`src/rtl/bcd_pkg.sv`:
```
// Shared BCD constants, FSM state encoding and digit-validity helper.
package bcd_pkg;

  localparam int unsigned BCD_W     = 4;
  localparam int unsigned BCD_MAX   = 9;
  localparam int unsigned BCD_RADIX = 10;

  typedef enum logic [1:0] {
    IDLE = 2'd0,
    CALC = 2'd1,
    DONE = 2'd2
  } state_e;

  function automatic logic is_bcd_digit(input logic [BCD_W-1:0] d);
    return (d <= BCD_W'(BCD_MAX));
  endfunction

endpackage

```
`src/rtl/bcd_digit_sub.sv`:
```
// Single BCD digit subtractor with borrow: d = a_d - b_d - bi, ten's-complement wrap.
module bcd_digit_sub
  import bcd_pkg::*;
(
  input  logic [BCD_W-1:0] a_d,
  input  logic [BCD_W-1:0] b_d,
  input  logic             bi,
  output logic [BCD_W-1:0] d,
  output logic             bo
);

  logic signed [BCD_W+1:0] t;
  logic signed [BCD_W+1:0] t_wrap;

  always_comb begin
    t      = $signed({2'b00, a_d}) - $signed({2'b00, b_d}) - $signed({5'b00000, bi});
    t_wrap = t + $signed((BCD_W+2)'(BCD_RADIX));
    // Out-of-range digits pass through the same rule; no saturation.
    if (t < 0) begin
      d  = BCD_W'(t_wrap);
      bo = 1'b1;
    end else begin
      d  = BCD_W'(t);
      bo = 1'b0;
    end
  end

endmodule

```
`src/rtl/bcd_serial_subtractor.sv`:
```
// Digit-serial packed-BCD subtractor, one digit per clock, LSD first, start/busy/done handshake.
module bcd_serial_subtractor
  import bcd_pkg::*;
#(
  parameter int unsigned DIGITS = 4
) (
  input  logic                    clk,
  input  logic                    rst,
  input  logic                    start,
  input  logic [BCD_W*DIGITS-1:0] a,
  input  logic [BCD_W*DIGITS-1:0] b,
  input  logic                    bin,
  output logic                    busy,
  output logic                    done,
  output logic [BCD_W*DIGITS-1:0] diff,
  output logic                    bout,
  output logic                    err
);

  localparam int unsigned OP_W  = BCD_W * DIGITS;
  localparam int unsigned IDX_W = (DIGITS > 1) ? $clog2(DIGITS) : 1;

  state_e           state_q, state_d;
  logic [IDX_W-1:0] idx_q,   idx_d;
  logic [OP_W-1:0]  a_q,     a_d;
  logic [OP_W-1:0]  b_q,     b_d;
  logic             brw_q,   brw_d;
  logic             busy_q,  busy_d;
  logic             done_q,  done_d;
  logic [OP_W-1:0]  diff_q,  diff_d;
  logic             bout_q,  bout_d;
  logic             err_q,   err_d;

  logic [BCD_W-1:0] dig_c;
  logic             dig_bo_c;

  // Operand registers shift right, so the active digit is always at the bottom.
  bcd_digit_sub u_digit (
    .a_d (a_q[BCD_W-1:0]),
    .b_d (b_q[BCD_W-1:0]),
    .bi  (brw_q),
    .d   (dig_c),
    .bo  (dig_bo_c)
  );

  always_comb begin
    state_d = state_q;
    idx_d   = idx_q;
    a_d     = a_q;
    b_d     = b_q;
    brw_d   = brw_q;
    busy_d  = busy_q;
    done_d  = 1'b0;
    diff_d  = diff_q;
    bout_d  = bout_q;
    err_d   = err_q;

    case (state_q)
      IDLE, DONE: begin
        if (start) begin
          a_d     = a;
          b_d     = b;
          brw_d   = bin;
          diff_d  = '0;
          idx_d   = '0;
          busy_d  = 1'b1;
          state_d = CALC;
          err_d   = 1'b0;
          for (int i = 0; i < int'(DIGITS); i++) begin
            if (!is_bcd_digit(a[i*BCD_W +: BCD_W]) || !is_bcd_digit(b[i*BCD_W +: BCD_W])) begin
              err_d = 1'b1;
            end
          end
        end else if (state_q == DONE) begin
          state_d = IDLE;
        end
      end
      CALC: begin
        diff_d[int'(idx_q)*BCD_W +: BCD_W] = dig_c;
        brw_d = dig_bo_c;
        a_d   = a_q >> BCD_W;
        b_d   = b_q >> BCD_W;
        if (idx_q == IDX_W'(DIGITS - 1)) begin
          state_d = DONE;
          busy_d  = 1'b0;
          done_d  = 1'b1;
          bout_d  = dig_bo_c;
        end else begin
          idx_d = idx_q + IDX_W'(1);
        end
      end
      default: begin
        state_d = IDLE;
        busy_d  = 1'b0;
      end
    endcase
  end

  always_ff @(posedge clk) begin
    if (rst) begin
      state_q <= IDLE;
      idx_q   <= '0;
      a_q     <= '0;
      b_q     <= '0;
      brw_q   <= 1'b0;
      busy_q  <= 1'b0;
      done_q  <= 1'b0;
      diff_q  <= '0;
      bout_q  <= 1'b0;
      err_q   <= 1'b0;
    end else begin
      state_q <= state_d;
      idx_q   <= idx_d;
      a_q     <= a_d;
      b_q     <= b_d;
      brw_q   <= brw_d;
      busy_q  <= busy_d;
      done_q  <= done_d;
      diff_q  <= diff_d;
      bout_q  <= bout_d;
      err_q   <= err_d;
    end
  end

  assign busy = busy_q;
  assign done = done_q;
  assign diff = diff_q;
  assign bout = bout_q;
  assign err  = err_q;

endmodule

```
`config.mk`:
```
export PLATFORM = sky130hd
export DESIGN_NAME = bcd_serial_subtractor
export DESIGN_NICKNAME = d
export VERILOG_FILES = /design/src/rtl/bcd_pkg.sv /design/src/rtl/bcd_digit_sub.sv /design/src/rtl/bcd_serial_subtractor.sv
export SDC_FILE = /design/constraint.sdc
export NUM_CORES = 1
export LEC_CHECK = 0
export CAP_MARGIN = 15
export CORE_ASPECT_RATIO = 0.75
export CORE_MARGIN = 1
export CORE_UTILIZATION = 51
export CTS_CLUSTER_DIAMETER = 30
export DETAILED_ROUTE_END_ITERATION = 8
export PLACE_DENSITY = 0.92
export REMOVE_ABC_BUFFERS = 1
export SLEW_MARGIN = 10
export SYNTH_ARGS = -nofsm -noshare
export SYNTH_HDL_FRONTEND = slang
export SYNTH_SLANG_ARGS = --single-unit
```
`constraint.sdc`:
```
create_clock -name clk -period 6.75 [get_ports clk]
set_input_delay 1.35 -clock clk [delete_from_list [all_inputs] [get_ports clk]]
set_output_delay 1.35 -clock clk [all_outputs]
set_load 0.02 [all_outputs]
```
### Word-level counts from Yosys, hierarchy flattened

Index checks and enable logic that the tools add are counted.

* flip-flop bits (word level): 57
* input port bits: 36
* output and inout bits: 20
* logic and storage cells: 82

* add/subtract/negate cells: 5
* $lt $le $gt $ge: 9
* equality and inequality tests: 7
* shift-type cells: 2
* muxes and demuxes: 26
* bitwise logic cells: 1
* reductions and logical operators: 22

Operators with widths (number)
* $pmux 16 s2: 3
* $mux 16: 3
* $neg 4->34: 1
* $shift 4x34->16 const A: 1
* $shiftx 4x34->16: 1
* $le 4x4->1 const B: 8
* $bwmux 16: 1
* $mux 2: 5
* $reduce_and 2->1: 5
* $mux 1: 9
* $logic_not 1->1: 8
* $pmux 2 s2: 2
* $lt 6x1->1 const B: 1
* $ne 2x2->1 const B: 3
* $sub 5x2->6: 1
* $sub 4x4->5: 1
* $add 4x4->4 const B: 1
* $eq 2x2->1 const B: 2
* $logic_or 1x1->1: 4
* $mux 4: 1
* $pmux 1 s2: 2
* $reduce_or 2->1: 2
* $ne 3x3->1 const B: 1
* $reduce_and 3->1: 1
* 5 further kinds: 5

### Longest topological paths before layout

Gate-level depths: netlist of the first run.

* depth in word-level cells: 7
* depth in mapped cells: 10
* depth with buffers taken out: 10

### Hierarchy

From an unflattened synthesis of the first run, not the netlist that was laid out.

* cell total of the unflattened synthesis: 310
* area, all modules: 2681.3 um^2

Modules (own cells, without submodules)
* bcd_serial_subtractor: instances 1, cells an instance 278, area an instance 2392.3 um^2, sequential area each 1141.1 um^2
* bcd_digit_sub: instances 1, cells an instance 32, area an instance 289.0 um^2, sequential area each 0.0 um^2

### Worst setup path before layout of the first run

OpenSTA, ideal clock, no wires.

* kind: input port to flip-flop
* start point: in start
* end point: reg idx_q[0]
* library setup time: 0.128 ns
* data arrival time: 2.274 ns
* data required time: 6.622 ns
* slack: 4.349 ns
* stages: 6
* buffers on the path: 2
* cell sequence: nor2b_1 -> clkbuf_1 -> clkbuf_1 -> nor2_1 -> a21oi_1 -> nor2_1

* longest elaborated chain between the ends: 2

RTL lines
* start, declared: RTL line bcd_serial_subtractor.sv:9 `input logic start,`
* $ne 2x2->1 (no line)
* $reduce_and 3->1 (no line)
* end signal, assigned: RTL line bcd_serial_subtractor.sv:113 `idx_q <= idx_d;`
* end, declared: RTL line bcd_serial_subtractor.sv:24 `logic [IDX_W-1:0] idx_q, idx_d;`

No other way between the ends.
A chain may end at the register's enable or synchronous reset.

### Worst setup path after layout of the first run

* start point: in start
* end point: reg brw_q

* longest elaborated chain between the ends: 2

RTL lines
* $ne 2x2->1 (no line)
* $reduce_and 2->1 (no line)
* end signal, assigned: RTL line bcd_serial_subtractor.sv:116 `brw_q <= brw_d;`
* end, declared: RTL line bcd_serial_subtractor.sv:27 `logic brw_q, brw_d;`

No other way between the ends.

==> reports/results.tsv, run 1 <==
stage	metric	value	unit
logic_synthesis	yosysTopAreaCell	dfxtp_1	
routing	topRoutingLayerUsed	met4	
sta	post-route-min-period	2900	ps
grt	antenna_found_initial	0	
routing	wl_met3	432	um
setup_path	cp-start-kind	input pin	
setup_path	critPathTopFamily	simple AND/OR/NAND/NOR gates	
logic_synthesis	synth_compound_area_share	20.4	%
setup_path	crit_path_max_incr_delay	600	ps
cts	cts_setup_buffers	0	
logic_synthesis	synth_top_flop_cell	dfxtp_1	
sta	relSlewSlack	30.1	%
final_layout	diodes	0	
sta	drv_slew	0	
logic_synthesis	synth.most_common_cell	nor2_1	
routing	dr_wl_met2	3070	um
cts	cts_hold_buf	0	
place	portBuffers	55	
sta	tightest_slew	1050	ps
logic_synthesis	synth_top_area_share	42.7	%
sta	fin_worst_skew	6.34	ps
setup_path	crit_type	input pin to register	
pwr	cellLeakagePower	1.31	nW
floorplanning	core_area	0.00495	mm2
floorplanning	io_pins	56	
logic_synthesis	synth_xor_area_share	2.15	%
routing	antenna_left	0	
sta	setup_viol	0	
logic_synthesis	ys_top_cells_by_count	nor2_1 (59), dfxtp_1 (57), nand2_1 (47)	
final_layout	fillCellCount	386	
routing	detail_route.wl_per_cell	15.2	um
logic_synthesis	synthMuxAreaShare	1.40	%
routing	vias	2570	
logic_synthesis	syn-cell-area	0.00267	mm2
logic_synthesis	ys_warn_count	0	
logic_synthesis	netlist_top_cells_area	dfxtp_1 (43%), nor2_1 (8.3%), nand2_1 (6.6%)	
final_layout	nets	419	
floorplanning	start_util	53.9	%
cts	clockBufferDepth	2	
grt	grt_pass1_vias	2322	
sta	rsz0062_at_grt	no	
logic_synthesis	avgSynthCellArea	8.27	um2
setup_path	end_kind	register	
cts	cts.sinks	57	
setup_path	path_max_fanout	37	
routing	drc	0	
pwr	total_power	0.911	mW
cts	cts_tree	done	
final_layout	syn2layout_area_growth	27.7	%
cts	cts_buffers	9	
routing	drt_wl_total	6610	um
logic_synthesis	netlist-cell-type-count	36	
logic_synthesis	synth_seq_cells	57	
sta	post-route-period-util	42.9	%
grt	grt_max_degree	63	
routing	wl_met1	2980	um
routing	drtPass1Iterations	5	
grt	gr-usage-all-layers	25.3	%
floorplanning	die_area	0.00554	mm2
logic_synthesis	synth_edf_count	0	
floorplanning	die_height	64.7	um
setup_path	path_buf_inv	2	
cts	cts_resized	0	
pwr	vdd_drop_max	0.159	mV
job	drv_cap	0	
status	outcome	completed	
setup_path	worstPathArrival	3150	ps
grt	overflow	0	
logic_synthesis	ys_seq_area_share	42.7	%
setup_path	path_cells	clkdlybuf4s50_1, nor2b_2, buf_4, nor2_1, a22oi_1, a21oi_1	
setup_path	worstPathRequired	7010	ps
logic_synthesis	synthSimpleGateAreaFrac	23.4	%
cts	insertion_delay	350	ps
floorplanning	fp.dieW	85.6	um
cts	h-tree-depth	3	
logic_synthesis	synth_top_family_by_area	simple AND/OR/NAND/NOR gates	
cts	root_buffer	clkbuf_8	
floorplanning	rows	22	
setup_path	cp_slowest_cell	nor2_1	
routing	dr.first_iter.drc_count	253	
hold_path	hold_path.class	register to register	
sta	hold_viol	0	
routing	vias_per_cell	5.91	
sta	max_freq	0.345	GHz
final_layout	drive_gt1_share	6.13	%
pwr	pwr_density_cell	267	mW/mm2
grt	grt_pass1_wl	10700	um
logic_synthesis	async_flop_share	0	%
place	dp_hpwl	4420	um
sta	finalSetupTns	0	ps
logic_synthesis	synthesis.instances	323	
cts	clk_pin_slew	60	ps
place	place.gp.congestion	0.891	
logic_synthesis	synth_fa_ha_area_share	5.90	%
## per-stage QoR
stage               hold WS, ps  setup slack [ps]  cells  util (%)  area (um2)
finish                      455              3850    435      68.9        3410
floorplan                   437              3380    303         -        2600
global placement            442              3640    420      65.3        3240
CTS                         457              3880    435      68.9        3410
global route                476              3780    435      68.9        3410
detailed placement          449              3560    420      65.3        3240
## state kept, by name, indices dropped and copies added (netlist names)
signal and flops:
idx_q 2, err 1, done 1, a_q 16, brw_q 1, busy 1
bout 1, diff 16, state_q 2, b_q 16
## worst min-delay path: cells and delay by family, from the launching register on
family,cells,cell delay (ps)
AO/OA/AOI/OAI,1,50
flip-flops,1,310
AND/OR/NAND/NOR,1,50
## power by group
group	switching (mW)	internal, mW
registers	0.0138	0.360
logic	0.133	0.105
clock network	0.133	0.166
## cells by family after synthesis
logic type                 after synthesis
adders and majority gates               12
buffers and inverters                   29
AOI/OAI and AO/OA                       76
muxes                                    2
and+or+nand+nor                        143
xor gates and xnor gates                 4
DFF                                     57
## per-layer routing
metal	track usage, %	vias up
li1	-	1239
met1	32.0	1205
met2	39.7	107
met3	9.55	19
met4	8.96	0
met5	0	-
## final timing paths
kind | endpoint | slack (ps) | startpoint | cells after the start
max | brw_q | 3850 | start | 6
min | diff[11] | 460 | diff[11] | 2
min reg2reg | diff[11] | 460 | diff[11] | 2
max reg2reg | diff[15] | 4030 | a_q[0] | 10
## final cells by class
cell class / count / area [um2] / share of cell area [%]
Multi-Input combinational cell: 237 / 1430 / 41.8
Sequential cell: 57 / 1140 / 33.4
Timing Repair Buffer: 57 / 561 / 16.4
Clock buffer: 11 / 131 / 3.85
Tap cell: 60 / 75.1 / 2.20
Clock inverter: 4 / 45.0 / 1.32
Inverter: 9 / 33.8 / 0.990
## placed cells by master, fill, tap and decap left out, types with 9 or more instances in the layout
cell type	n
a22oi_1	9
a21oi_1	18
dfxtp_1	57
nand2_1	47
nor2_1	59
nand3_1	9
clkdlybuf4s50_1	54
inv_1	9
a311oi_1	19
ha_1	11
clkbuf_8	9
Power figures use the tool's default switching activity.
==> run 2: changes to the inputs <==
- clock period: 6.75 -> 3 ns (I/O delays scaled with it)
==> run 2 against run 1 <==
- largest cell class unchanged
- register-to-register slack lost 3800 ps
- largest power group unchanged
- first-iteration DRC count up 5.1%
- critical path depth grew 4
- global-route usage up 0.16 points
- die area unchanged
- routed wire length grew 3.2%
==> reports/results.tsv, run 2 (synthesis gave the netlist of run 1 again) <==
stage	metric	value	unit
floorplanning	die_area	0.00554	mm2
job	drv_cap	0	
setup_path	critPathTopFamily	adder cells	
floorplanning	rows	22	
setup_path	path_cells	inv_1, ha_1, fa_1, ha_1, xnor2_1, ha_1, nor2_1, mux2_4, o21ai_1, a21oi_1	
place	portBuffers	55	
setup_path	r2r_end	diff[7]	
grt	overflow	0	
grt	grt_pass1_wl	10800	um
setup_path	r2r_start	a_q[0]	
pwr	vdd_drop_max	0.397	mV
hold_path	min_delay_path_depth	2	
setup_path	path_max_fanout	4	
sta	hold_viol	0	
hold_path	hp-start	diff[11]	
routing	drc	0	
sta	hold_slack	461	ps
pwr	cellLeakagePower	1.33	nW
sta	setup_viol	0	
place	dp_hpwl	4600	um
setup_path	path_buf_inv	1	
routing	drtPass1Iterations	5	
cts	clockBufferDepth	2	
cts	cts.sinks	57	
setup_path	crit_type	register to register	
hold_path	hold_path.class	register to register	
floorplanning	fp.dieW	85.6	um
routing	detail_route.wl_per_cell	15.5	um
final_layout	syn2layout_area_growth	29.8	%
setup_path	end_kind	register	
sta	drv_slew	0	
cts	cts_buffers	9	
pwr	pwr_density_cell	612	mW/mm2
place	dp.cells	424	
routing	drt_wl_total	6820	um
cts	h-tree-depth	3	
floorplanning	core_area	0.00495	mm2
grt	grt_pass1_vias	2326	
setup_path	worstPathArrival	2950	ps
status	outcome	completed	
pwr	total_power	2.12	mW
setup_path	crit_path_max_incr_delay	480	ps
sta	post-route-period-util	92.3	%
hold_path	holdPathEnd	diff[11]	
routing	vias_per_cell	5.92	
cts	cts_setup_buffers	0	
final_layout	mostFrequentLayoutCell	nor2_1	
floorplanning	io_pins	56	
grt	antenna_found_initial	0	
routing	vias	2603	
setup_path	worstPathRequired	3190	ps
sta	finalSetupTns	0	ps
final_layout	instances_no_fill	440	
sta	relSlewSlack	30.3	%
sta	post-route-min-period	2770	ps
final_layout	final_cell_mix	nor2_1 (59), dfxtp_1 (57), clkdlybuf4s50_1 (54)	
floorplanning	start_util	53.9	%
place	place.gp.congestion	0.881	
routing	antenna_left	0	
sta	max_freq	0.361	GHz
cts	clk_pin_slew	60	ps
cts	cts_resized	0	
setup_path	startpoint	a_q[0]	
setup_path	cpMostUsedCell	ha_1	
setup_path	cp-start-kind	register	
final_layout	nets	423	
grt	grt_max_degree	63	
final_layout	diodes	0	
cts	root_buffer	clkbuf_8	
routing	dr.first_iter.drc_count	266	
sta	rsz0062_at_grt	no	
cts	cts_hold_buf	0	
cts	insertion_delay	360	ps
sta	fin_worst_skew	6.84	ps
setup_path	ff2ff_path_depth	10	
cts	cts_tree	done	
final_layout	drive_gt1_share	7.89	%
grt	gr-usage-all-layers	25.5	%
setup_path	r2r_slack	230	ps
sta	tightest_slew	1050	ps
floorplanning	die_height	64.7	um
final_layout	fin_util	70.0	%
final_layout	fillCellCount	356	
setup_path	cp_slowest_cell	fa_1	
run 2: worst max-delay path by stage:
stage	end	slack, ps	cells past startpoint
floorplan	brw_q	380	4
global placement	diff[11]	540	10
detailed placement	diff[7]	390	10
CTS	diff[7]	230	10
global route	diff[7]	140	9
finish	diff[7]	230	10
run 2: final cells by class:
type / count / area (um2) / area share (%)
well taps: 60 / 75.1 / 2.16
clock buffers: 10 / 138 / 3.97
clock inverters: 6 / 66.3 / 1.91
multi-input cells: 237 / 1430 / 41.1
inverters: 9 / 33.8 / 0.974
repair buffers: 61 / 591 / 17.0
flip-flops and latches: 57 / 1140 / 32.9
run 2: report_power, final:
part	total, mW	switching, mW	internal, mW
sequential	0.841	0.0319	0.809
combinational	0.545	0.302	0.243
clock	0.736	0.330	0.406
run 2: routing by layer:
metal,wire length (um),global-route usage (%)
met1,3070,34.3
met2,3030,36.5
met3,518,7.64
met4,206,13.8
met5,0,0
run 2: worst register-to-register path, cell delays in order (launching register included):
cell     delay [ps]
dfxtp_1         320
inv_1            60
ha_1            250
fa_1            480
ha_1            240
xnor2_1         380
ha_1            250
nor2_1           60
mux2_4          300
o21ai_1         160
a21oi_1         100
run 2: stage by stage:
stage | area, um2 | setup slack (ps)
6_report | 3470 | 232
5_1_grt | 3470 | 141
4_1_cts | 3470 | 230
3_5_place_dp | 3270 | 391
3_3_place_gp | 3270 | 537
2_1_floorplan | 2600 | 383
==> run 3: changes to the inputs <==
- SLEW_MARGIN: 10 -> 0
==> results of run 3 <==
The final DEF is identical to that of run 2; final timing and power are the same.
